==> config.mk <==
export PLATFORM = sky130hd
export DESIGN_NAME = pc_ctrl_flat
export DESIGN_NICKNAME = d
export VERILOG_FILES = /design/src/rtl/pc_ctrl_if.sv /design/src/rtl/pc_ctrl.sv /design/src/flat_wrapper.sv
export SDC_FILE = /design/constraint.sdc
export NUM_CORES = 1
export LEC_CHECK = 0
export ABC_CLOCK_PERIOD_IN_PS = 3860
export BUFFER_PORTS_ARGS = -buffer_cell sky130_fd_sc_hd__buf_2
export CAP_MARGIN = 30
export CORE_ASPECT_RATIO = 1.5
export CORE_MARGIN = 2
export CORE_UTILIZATION = 49
export CTS_BUF_LIST = sky130_fd_sc_hd__clkbuf_16
export CTS_CLUSTER_SIZE = 30
export DETAILED_ROUTE_END_ITERATION = 8
export PLACE_DENSITY = 0.69
export SYNTH_ARGS = -nofsm -noshare
export SYNTH_HDL_FRONTEND = slang
export SYNTH_SLANG_ARGS = --single-unit
==> constraint.sdc <==
create_clock -name clk -period 3.86 [get_ports clk]
set_input_delay 0.193 -clock clk [delete_from_list [all_inputs] [get_ports clk]]
set_output_delay 0.193 -clock clk [all_outputs]
set_load 0.005 [all_outputs]
==> src/rtl/pc_ctrl_if.sv <==
// pc_ctrl_if: request/status bundle between the decoder (master) and the
// program-counter sequencer (slave).
interface pc_ctrl_if #(
  parameter int PC_W        = 16,
  parameter int OFF_W       = 9,
  parameter int STACK_DEPTH = 4
);
  localparam int DEPTH_W = $clog2(STACK_DEPTH + 1);

  logic               stall;
  logic               jump_flag;
  logic               jump_rel;
  logic [PC_W-1:0]    next;
  logic [OFF_W-1:0]   offset;
  logic               call;
  logic               ret;
  logic [PC_W-1:0]    PC_counter;
  logic               halted;
  logic [DEPTH_W-1:0] stack_depth;
  logic               stack_ovf;
  logic               stack_unf;

  modport master (
    output stall, jump_flag, jump_rel, next, offset, call, ret,
    input  PC_counter, halted, stack_depth, stack_ovf, stack_unf
  );

  modport slave (
    input  stall, jump_flag, jump_rel, next, offset, call, ret,
    output PC_counter, halted, stack_depth, stack_ovf, stack_unf
  );
endinterface

==> src/rtl/pc_ctrl.sv <==
// pc_ctrl: program-counter sequencer with saturating end address, absolute or
// PC-relative jumps, a LIFO call/return stack and sticky stack-error flags.
// Priority each edge: reset > stall > ret > call > jump_flag > sequential.
module pc_ctrl #(
  parameter int PC_W        = 16,
  parameter int LAST_ADDR   = 27,
  parameter int RESET_ADDR  = 0,
  parameter int OFF_W       = 9,
  parameter int STACK_DEPTH = 4
) (
  input  logic       clk,
  input  logic       pc_reset_n,
  pc_ctrl_if.slave   bus
);

  localparam int DEPTH_W = $clog2(STACK_DEPTH + 1);
  localparam int IDX_W   = (STACK_DEPTH > 1) ? $clog2(STACK_DEPTH) : 1;

  localparam logic [PC_W-1:0]    LAST_C  = PC_W'(LAST_ADDR);
  localparam logic [PC_W-1:0]    RESET_C = PC_W'(RESET_ADDR);
  localparam logic [DEPTH_W-1:0] FULL_C  = DEPTH_W'(STACK_DEPTH);
  localparam logic [DEPTH_W-1:0] ONE_C   = DEPTH_W'(1);

  // Sign-extend the relative offset to PC width.
  function automatic logic [PC_W-1:0] sext_off(input logic [OFF_W-1:0] off);
    logic [PC_W-1:0] ext;
    ext            = {PC_W{off[OFF_W-1]}};
    ext[OFF_W-1:0] = off;
    return ext;
  endfunction

  // Any address beyond the last instruction saturates to it; negative
  // relative results have wrapped high and land here too.
  function automatic logic [PC_W-1:0] clamp_addr(input logic [PC_W-1:0] addr);
    return (addr > LAST_C) ? LAST_C : addr;
  endfunction

  logic [PC_W-1:0]    pc_r;
  logic [DEPTH_W-1:0] depth_r;
  logic               ovf_r;
  logic               unf_r;
  logic [PC_W-1:0]    stack_r [STACK_DEPTH];

  logic [PC_W-1:0]    seq_s;
  logic [PC_W-1:0]    raw_target_s;
  logic [PC_W-1:0]    target_s;
  logic [PC_W-1:0]    pc_n_s;
  logic [DEPTH_W-1:0] depth_n_s;
  logic               ovf_n_s;
  logic               unf_n_s;
  logic               push_s;
  logic [IDX_W-1:0]   push_idx_s;
  logic [IDX_W-1:0]   pop_idx_s;

  // Sequential step, jump target and stack indices from the current state.
  always_comb begin
    seq_s = (pc_r < LAST_C) ? (pc_r + PC_W'(1)) : LAST_C;
    if (bus.jump_rel) begin
      raw_target_s = pc_r + sext_off(bus.offset);
    end else begin
      raw_target_s = bus.next;
    end
    target_s   = clamp_addr(raw_target_s);
    push_idx_s = IDX_W'(depth_r);
    pop_idx_s  = IDX_W'(depth_r - ONE_C);
  end

  // Next-state selection in priority order; the return address pushed by a
  // call is the sequential step, which already saturates at the last address.
  always_comb begin
    pc_n_s    = pc_r;
    depth_n_s = depth_r;
    ovf_n_s   = ovf_r;
    unf_n_s   = unf_r;
    push_s    = 1'b0;
    if (bus.stall) begin
      pc_n_s = pc_r;
    end else if (bus.ret) begin
      if (depth_r != {DEPTH_W{1'b0}}) begin
        pc_n_s    = stack_r[pop_idx_s];
        depth_n_s = depth_r - ONE_C;
      end else begin
        pc_n_s  = seq_s;
        unf_n_s = 1'b1;
      end
    end else if (bus.call) begin
      pc_n_s = target_s;
      if (depth_r < FULL_C) begin
        push_s    = 1'b1;
        depth_n_s = depth_r + ONE_C;
      end else begin
        ovf_n_s = 1'b1;
      end
    end else if (bus.jump_flag) begin
      pc_n_s = target_s;
    end else begin
      pc_n_s = seq_s;
    end
  end

  // Control state register: PC, stack depth and sticky error flags.
  always_ff @(posedge clk) begin
    if (!pc_reset_n) begin
      pc_r    <= RESET_C;
      depth_r <= {DEPTH_W{1'b0}};
      ovf_r   <= 1'b0;
      unf_r   <= 1'b0;
    end else begin
      pc_r    <= pc_n_s;
      depth_r <= depth_n_s;
      ovf_r   <= ovf_n_s;
      unf_r   <= unf_n_s;
    end
  end

  // Return-address storage; contents need no reset since depth gates reads.
  always_ff @(posedge clk) begin
    if (pc_reset_n && push_s) begin
      stack_r[push_idx_s] <= seq_s;
    end
  end

  assign bus.PC_counter  = pc_r;
  assign bus.halted      = (pc_r == LAST_C);
  assign bus.stack_depth = depth_r;
  assign bus.stack_ovf   = ovf_r;
  assign bus.stack_unf   = unf_r;

endmodule
==> src/flat_wrapper.sv <==
// flat-port wrapper written by rule: the top's interface ports become plain ports
module pc_ctrl_flat 
#(
  parameter int PC_W        = 16,
  parameter int LAST_ADDR   = 27,
  parameter int RESET_ADDR  = 0,
  parameter int OFF_W       = 9,
  parameter int STACK_DEPTH = 4
)
  (clk, pc_reset_n, bus_stall, bus_jump_flag, bus_jump_rel, bus_next, bus_offset, bus_call, bus_ret, bus_PC_counter, bus_halted, bus_stack_depth, bus_stack_ovf, bus_stack_unf);
  pc_ctrl_if #(.PC_W(PC_W), .OFF_W(OFF_W), .STACK_DEPTH(STACK_DEPTH)) bus_i ();
  input  logic clk;
  input  logic pc_reset_n;
  input wire logic [$bits(bus_i.stall)-1:0] bus_stall;
  input wire logic [$bits(bus_i.jump_flag)-1:0] bus_jump_flag;
  input wire logic [$bits(bus_i.jump_rel)-1:0] bus_jump_rel;
  input wire logic [$bits(bus_i.next)-1:0] bus_next;
  input wire logic [$bits(bus_i.offset)-1:0] bus_offset;
  input wire logic [$bits(bus_i.call)-1:0] bus_call;
  input wire logic [$bits(bus_i.ret)-1:0] bus_ret;
  output wire logic [$bits(bus_i.PC_counter)-1:0] bus_PC_counter;
  output wire logic [$bits(bus_i.halted)-1:0] bus_halted;
  output wire logic [$bits(bus_i.stack_depth)-1:0] bus_stack_depth;
  output wire logic [$bits(bus_i.stack_ovf)-1:0] bus_stack_ovf;
  output wire logic [$bits(bus_i.stack_unf)-1:0] bus_stack_unf;
  assign bus_i.stall = bus_stall;
  assign bus_i.jump_flag = bus_jump_flag;
  assign bus_i.jump_rel = bus_jump_rel;
  assign bus_i.next = bus_next;
  assign bus_i.offset = bus_offset;
  assign bus_i.call = bus_call;
  assign bus_i.ret = bus_ret;
  assign bus_PC_counter = bus_i.PC_counter;
  assign bus_halted = bus_i.halted;
  assign bus_stack_depth = bus_i.stack_depth;
  assign bus_stack_ovf = bus_i.stack_ovf;
  assign bus_stack_unf = bus_i.stack_unf;
  pc_ctrl #(.PC_W(PC_W), .LAST_ADDR(LAST_ADDR), .RESET_ADDR(RESET_ADDR), .OFF_W(OFF_W), .STACK_DEPTH(STACK_DEPTH)) u_core (.clk(clk), .pc_reset_n(pc_reset_n), .bus(bus_i));
endmodule
==> metrics.cfg, run 1 <==
[global_route]
grt_pass1_wl_mm=15.29
grtUsageTotal_pct=20.77
first_global_vias=3115
antenna_found_initial=0
grt_start_max_net_pins=23
overflow=0

[detailed_routing]
avgRoutedWirePerCell_um=17.23
drt_pass1_iterations=4
vias=3149
via_per_inst=5.623
drtAntennaViolNets=0
drt_iter0_markers=202
drt_wl_total_mm=9.646
drc_errors=0

[worst_setup_path]
cp_max_fo=7
cp_data_arrival_time_ns=3.29
worstPathRequired_ns=4.07
crit_type=reg -> reg
worstSetupStartpoint=u_core.bus.PC_counter[0]$_SDFFE_PN0N_
r2r-start=u_core.bus.PC_counter[0]$_SDFFE_PN0N_
endpoint_kind=register
startpoint_type=register

[die]
floorplan.initialDensity_pct=50.45
num_rows=42
io_pins=54
die_h_um=120.8
dieWidth_um=81.85
die-area_um2=9884
coreArea_um2=8828

[cts]
hold_buffers=0
clock_sinks=85
ctsHtreeMaxLevel=3
numCtsBuffers=9
clk_latency_ns=0.33
cts-root-buf=clkbuf_16
cts_tree=done
cts_resized=0
clockBufferDepth=2
cts_setup_buffers=0
clkTransAtPathRegs_ns=0.06

[cells_and_area]
nNetsFinal=500
antennaDiodeCount=0
fin_area_um2=5239
layout-area-overhead-vs-synth_pct=17.61
fillers=729
drive_above_1_share_pct=22.22

[timing]
layout_min_cycle_time_ns=3.083
hold_viol_final=0
final_max_slew_viol_count=0
setup_viol=0
fin_ws_ns=0.7770
clock.fmax_mhz=324.4
period_share_pct=79.87
maxSlewHeadroom_pct=43.90
clock_skew_ns=0.002816
setup-tns-final_ns=0
worstMarginPinSlew_ns=0.8415
rsz0062_at_grt=false

[power]
p_sw_w=0.0005661
p_leak_nw=2.077
power.density_nw_per_um2=418.3
p_int_w=0.001625
combPwrFrac_pct=18.8
seq_power_share_pct=47.3
power_frac_clock_pct=33.9
swShare_pct=25.83
ir_drop_mv=0.2466

[synth]
synth_warnings=0
ys.flop_type=edfxtp_1
ys_types=63
synth_edf_count=64
ys_ff_latch=85
postSynthCellCount=351
syn_area_per_cell_um2=12.69
seq_area_frac_synth_pct=52.58
netlist_area_um2=4454
synthArstFlopShare_pct=0

[placed_design]
portBuffers=53
globalplace.congestion=0.8676
place_ws_ns=0.7992
placed_cell_area_um2=4980
hpwl_mm=7.151

[run]
cap_violations=0

[min_path]
hold_start=bus_next[0]
hold_class=in -> reg

[status]
status=finished, final reports clean

## power groups by stage
stage / Clock [W] / Sequential (W) / Combinational (W)
floorplan: 0 / 0.00105 / 0.000293
global placement: 0 / 0.00106 / 0.000400
detailed placement: 0 / 0.00106 / 0.000408
CTS: 0.000765 / 0.00104 / 0.000410
global route: 0.000800 / 0.00104 / 0.000453
finish: 0.000743 / 0.00104 / 0.000411
## synth_stat cells, drive strengths merged (10+ instances only)
cell    number  area (um^2)
a21o        10        76.32
a21oi       19        95.09
a22oi       12        90.09
clkbuf      11        42.54
dfxtp       21        420.4
edfxtp      64         1922
ha          21        262.8
mux4        16        360.4
nand2       14        52.55
nor2        18        67.56
nor2b       17        106.4
nor3        11        55.05
## layout make-up
class	count	area, um^2	share of cell area, %
Clock inverter	6	33.78	0.6449
Inverter	7	26.28	0.5016
Multi-Input combinational cell	287	2186	41.72
Sequential cell	85	2342	44.71
Timing Repair Buffer	56	287.8	5.493
Clock buffer	9	225.2	4.299
Tap cell	110	137.6	2.627
## routing by layer
layer	share of wire (%)	up-vias	GRT usage, %	wire (um)
met5	0	-	0	0
met4	2.8	0	9.271	272
met3	3.8	17	3.881	366
met2	54	79	37.65	5223
met1	39	1525	22.78	3782
li1	-	1528	-	-
## metrics by stage
step | hold slack [ns] | std cells | power, W | util (%)
finish | 0.1903 | 560 | 0.002191 | 59.34
global route | 0.1898 | 560 | 0.002292 | 59.34
CTS | 0.1883 | 560 | 0.002212 | 59.34
detailed placement | 0.4896 | 545 | 0.001464 | 56.41
global placement | 0.4965 | 545 | 0.001455 | 56.41
floorplan | 0.3733 | 394 | 0.001345 | -
## flip-flops by register name, summed over array words and instances, names as in the netlist
signal,count
u_core.bus.stack_depth,3
u_core.bus.stack_ovf,1
u_core.bus.PC_counter,16
u_core.bus.stack_unf,1
u_core.stack_r,64
## path summary, 6_finish.rpt
check / to / slack [ns] / cells past startpoint
setup / recovery: u_core.bus.PC_counter[3]$_SDFFE_PN0N_ / 0.78 / 10
hold / removal: u_core.bus.PC_counter[0]$_SDFFE_PN0N_ / 0.19 / 3
setup reg to reg: u_core.bus.PC_counter[3]$_SDFFE_PN0N_ / 0.78 / 10
hold reg to reg: u_core.bus.stack_unf$_SDFFE_PN0P_ / 0.51 / 2
## kinds of logic after synthesis
| family | synth area share [%] |
|---|---|
| DFF | 52.58 |
| AOI/OAI and AO/OA | 15.34 |
| adders and majority gates | 6.348 |
| buffers and inverters | 1.966 |
| other | 0.08419 |
| xor gates and xnor gates | 2.556 |
| and+or+nand+nor | 11.07 |
| muxes | 10.06 |
## placed cells by master, fill, tap and decap left out, drive strengths merged, types with 4 or more instances in the layout
master and count:
nand3 5, nor4 5, nor2b 17, mux4 16
edfxtp 64, a21o 10, mux2 6, a31oi 8
clkbuf 9, and2 8, a22oi 12, dfxtp 21
nor2 18, o211ai 5, a21oi 19, o21ai 8
inv 11, nor3 11, nand2 14, xor2 6
ha 21, xnor2 7, conb 44, a211oi 4
buf 56
## worst max-delay path, cell delays in order (launching register included)
cell	delay, ns
dfxtp_1	0.38
ha_1	0.28
fa_1	0.41
a21o_2	0.24
a221oi_2	0.35
a21boi_1	0.15
or3_1	0.33
o311ai_0	0.12
o211ai_1	0.24
o41ai_1	0.35
a21oi_1	0.10
No activity file was read; power rests on OpenSTA's default activity.
==> run 2: changes to the inputs <==
Settings changed: ABC_AREA set to 1, ABC_CLOCK_PERIOD_IN_PS 3860 to 3100.
Clock period 3.86 ns to 3.1 ns, I/O delays scaled along.
==> run 2 against run 1 <==
Compared with the run above:
- area after synthesis grew 7.5%
- hold slack better by 0.032 ns
- via count rose by 32%
- sequential power rose by 23%
- register-to-register slack worse by 0.06 ns
- clock power up 48%
- die area increased by 7.2%
- global-route usage is 2.1 points higher
- routed wire length grew 20%
- critical path depth up 2
- final cell count rose by 41%
- critical endpoint is now u_core.bus.PC_counter[2]$_SDFFE_PN0N_
==> metrics.cfg, run 2 <==
[synth]
synth_edf_count=64  ; unchanged
synth_warnings=0  ; unchanged
synth_top_area_cell=edfxtp_1
ys.flop_type=edfxtp_1
seq_area_frac_synth_pct=48.92  ; -3.7 points
postSynthCellCount=577  ; +64%
ys_types=38  ; -40%
synth_area_leaders=edfxtp_1 (40%), dfxtp_1 (8.8%), nand2_1 (8.8%)
syn_area_per_cell_um2=8.299  ; -35%
ys_ff_latch=85  ; unchanged
netlist_area_um2=4788  ; +7.5%
synth_common_cells=nand2_1 (112), nor2_1 (67), edfxtp_1 (64), o21ai_0 (56), inv_1 (54)
synth_top_area_share_pct=40.14  ; -3.0 points
yosysMostFrequentCell=nand2_1
synthArstFlopShare_pct=0  ; unchanged

[cells_and_area]
layout_commonest_cell=nand2_1
fillers=879  ; +21%
nNetsFinal=725  ; +45%
largest_register_ffs=64  ; unchanged
fin_area_um2=5647  ; +7.8%
drive_above_1_share_pct=15.68  ; -6.5 points
final_cell_mix=nand2_1 (112), nor2_1 (65), edfxtp_1 (64)
antennaDiodeCount=0  ; unchanged
multi_input_area_um2=2307  ; +5.6%
regArea_um2=2342  ; unchanged
top_register=u_core.stack_r
final_core_util_pct=58.95  ; -0.39 points
layout-area-overhead-vs-synth_pct=17.93

[detailed_routing]
drt_wl_total_mm=11.56  ; +20%
vias=4145  ; +32%
via_per_inst=5.240  ; -6.8%
drt_pass1_iterations=4  ; unchanged
avgRoutedWirePerCell_um=14.62  ; -15%
drt_iter0_markers=215  ; +6.4%
drtAntennaViolNets=0  ; unchanged
drc_errors=0  ; unchanged

[die]
num_rows=44  ; +4.8%
io_pins=54  ; unchanged
floorplan.initialDensity_pct=49.99  ; -0.47 points
die-area_um2=10600  ; +7.2%
coreArea_um2=9579  ; +8.5%
die_h_um=125.1  ; +3.6%
dieWidth_um=84.72  ; +3.5%

[power]
p_sw_w=0.0008441  ; +49%
seq_power_share_pct=42.7  ; -4.6 points
p_int_w=0.002161  ; +33%
combPwrFrac_pct=20.5  ; +1.7 points
power.total_w=0.003005  ; +37%
power.density_nw_per_um2=532.2  ; +27%
ir_drop_mv=0.3741  ; +52%
p_leak_nw=2.522  ; +21%
power_frac_clock_pct=36.7  ; +2.8 points
swShare_pct=28.08  ; +2.3 points

[run]
cap_violations=0  ; unchanged

[timing]
layout_min_cycle_time_ns=2.386  ; -0.6974 ns
rsz0062_at_grt=false
clock_skew_ns=0.005973  ; +0.003157 ns
maxSlewHeadroom_pct=52.32  ; +8.4 points
hold_viol_final=0  ; unchanged
setup-tns-final_ns=0  ; unchanged
setup_viol=0  ; unchanged
final_max_slew_viol_count=0  ; unchanged
clock.fmax_mhz=419.2  ; +29%
period_share_pct=76.95  ; -2.9 points
worstMarginPinSlew_ns=0.7125  ; -0.1290 ns

[cts]
clkTransAtPathRegs_ns=0.06  ; about the same
clockBufferDepth=2  ; unchanged
cts_setup_buffers=0  ; unchanged
numCtsBuffers=9  ; unchanged
cts_resized=0  ; unchanged
hold_buffers=0  ; unchanged
ctsHtreeMaxLevel=3  ; unchanged
clk_latency_ns=0.34  ; about the same
cts_tree=done
cts-root-buf=clkbuf_16
clock_sinks=85  ; unchanged

[global_route]
grt_pass1_wl_mm=19.18  ; +25%
antenna_found_initial=0  ; unchanged
overflow=0  ; unchanged
grtUsageTotal_pct=22.90  ; +2.1 points
grt_start_max_net_pins=36  ; +57%
first_global_vias=4153  ; +33%

[worst_setup_path]
crit_type=reg -> reg
startpoint_type=register
cp_data_arrival_time_ns=2.66  ; -0.63 ns
cp_max_fo=6  ; -1
crit_path_frequent_cell=nand3_1
endpoint_kind=register
slowest_stage=fa_1
path_cells=ha_1 -> fa_1 -> nand3_1 -> nand2_1 -> nand3_1 -> nand3_1 -> nor2_1 -> nand3b_1 -> nand2_1 -> nor2_2 -> nand4_2 -> a21oi_2
worstPathRequired_ns=3.37  ; -0.70 ns
cpPeakStageDelay_ns=0.44  ; +0.03 ns

[placed_design]
hpwl_mm=8.499  ; +19%
portBuffers=53  ; unchanged
globalplace.congestion=0.8936  ; +3.0%
placed_cell_area_um2=5336  ; +7.2%

[status]
status=finished, final reports clean

[min_path]
hold_class=in -> reg

==> run 2: power by group through the flow <==
stage | clock network, W | logic [W] | registers (W)
5_1_grt | 0.00117 | 0.000703 | 0.00129
2_1_floorplan | 0 | 0.000434 | 0.00130
3_3_place_gp | 0 | 0.000597 | 0.00131
3_5_place_dp | 0 | 0.000610 | 0.00131
6_report | 0.00110 | 0.000617 | 0.00128
4_1_cts | 0.00113 | 0.000616 | 0.00128
==> run 2: cell families after synthesis <==
family / synth area share (%)
fa+ha+maj: 5.905
other cells: 0.07832
buf+inv: 6.375
simple gates: 24.59
compound gates: 13.40
xor+xnor: 0.7318
flops: 48.92
==> run 2: layer usage <==
layer / part of all wire [%] / global-route usage [%] / routed length, um
met4: 4.0 / 13.26 / 467
met3: 5.2 / 3.960 / 598
met2: 55 / 41.41 / 6346
met1: 36 / 24.55 / 4148
met5: 0 / 0 / 0
==> run 2: worst paths after layout <==
kind                                    startpoint                               endpoint  slack [ns]  depth (start not counted)
max          u_core.bus.PC_counter[0]$_SDFFE_PN0N_  u_core.bus.PC_counter[2]$_SDFFE_PN0N_        0.71                         12
max reg2reg  u_core.bus.PC_counter[0]$_SDFFE_PN0N_  u_core.bus.PC_counter[2]$_SDFFE_PN0N_        0.71                         12
min reg2reg      u_core.bus.stack_ovf$_SDFFE_PN0P_      u_core.bus.stack_ovf$_SDFFE_PN0P_        0.51                          2
min                                      bus_stall  u_core.bus.PC_counter[4]$_SDFFE_PN0N_        0.22                          3
==> run 2: area by class of cell <==
type	instances	area share, %
flip-flops and latches	85	41.48
clock inverters	7	1.507
multi-input cells	455	40.86
inverters	60	3.988
repair buffers	60	5.628
well taps	115	2.548
clock buffers	9	3.988
==> run 2: per-stage QoR <==
stage                     std cells  hold WS [ns]  setup slack (ns)
final                           791        0.2219            0.7144
after global routing            791        0.2296            0.5186
after CTS                       791        0.2014            0.7327
after detailed placement        775        0.4912            0.7608
after global placement          775        0.4850            0.8271
after floorplan                 620        0.4198            0.7127
==> run 2: worst max-delay path: cells and delay by family, from the launching register on <==
family | cells | cell delay [ns]
AOI/OAI and AO/OA | 1 | 0.14
and+or+nand+nor | 9 | 1.15
adders and majority gates | 2 | 0.68
DFF | 1 | 0.35
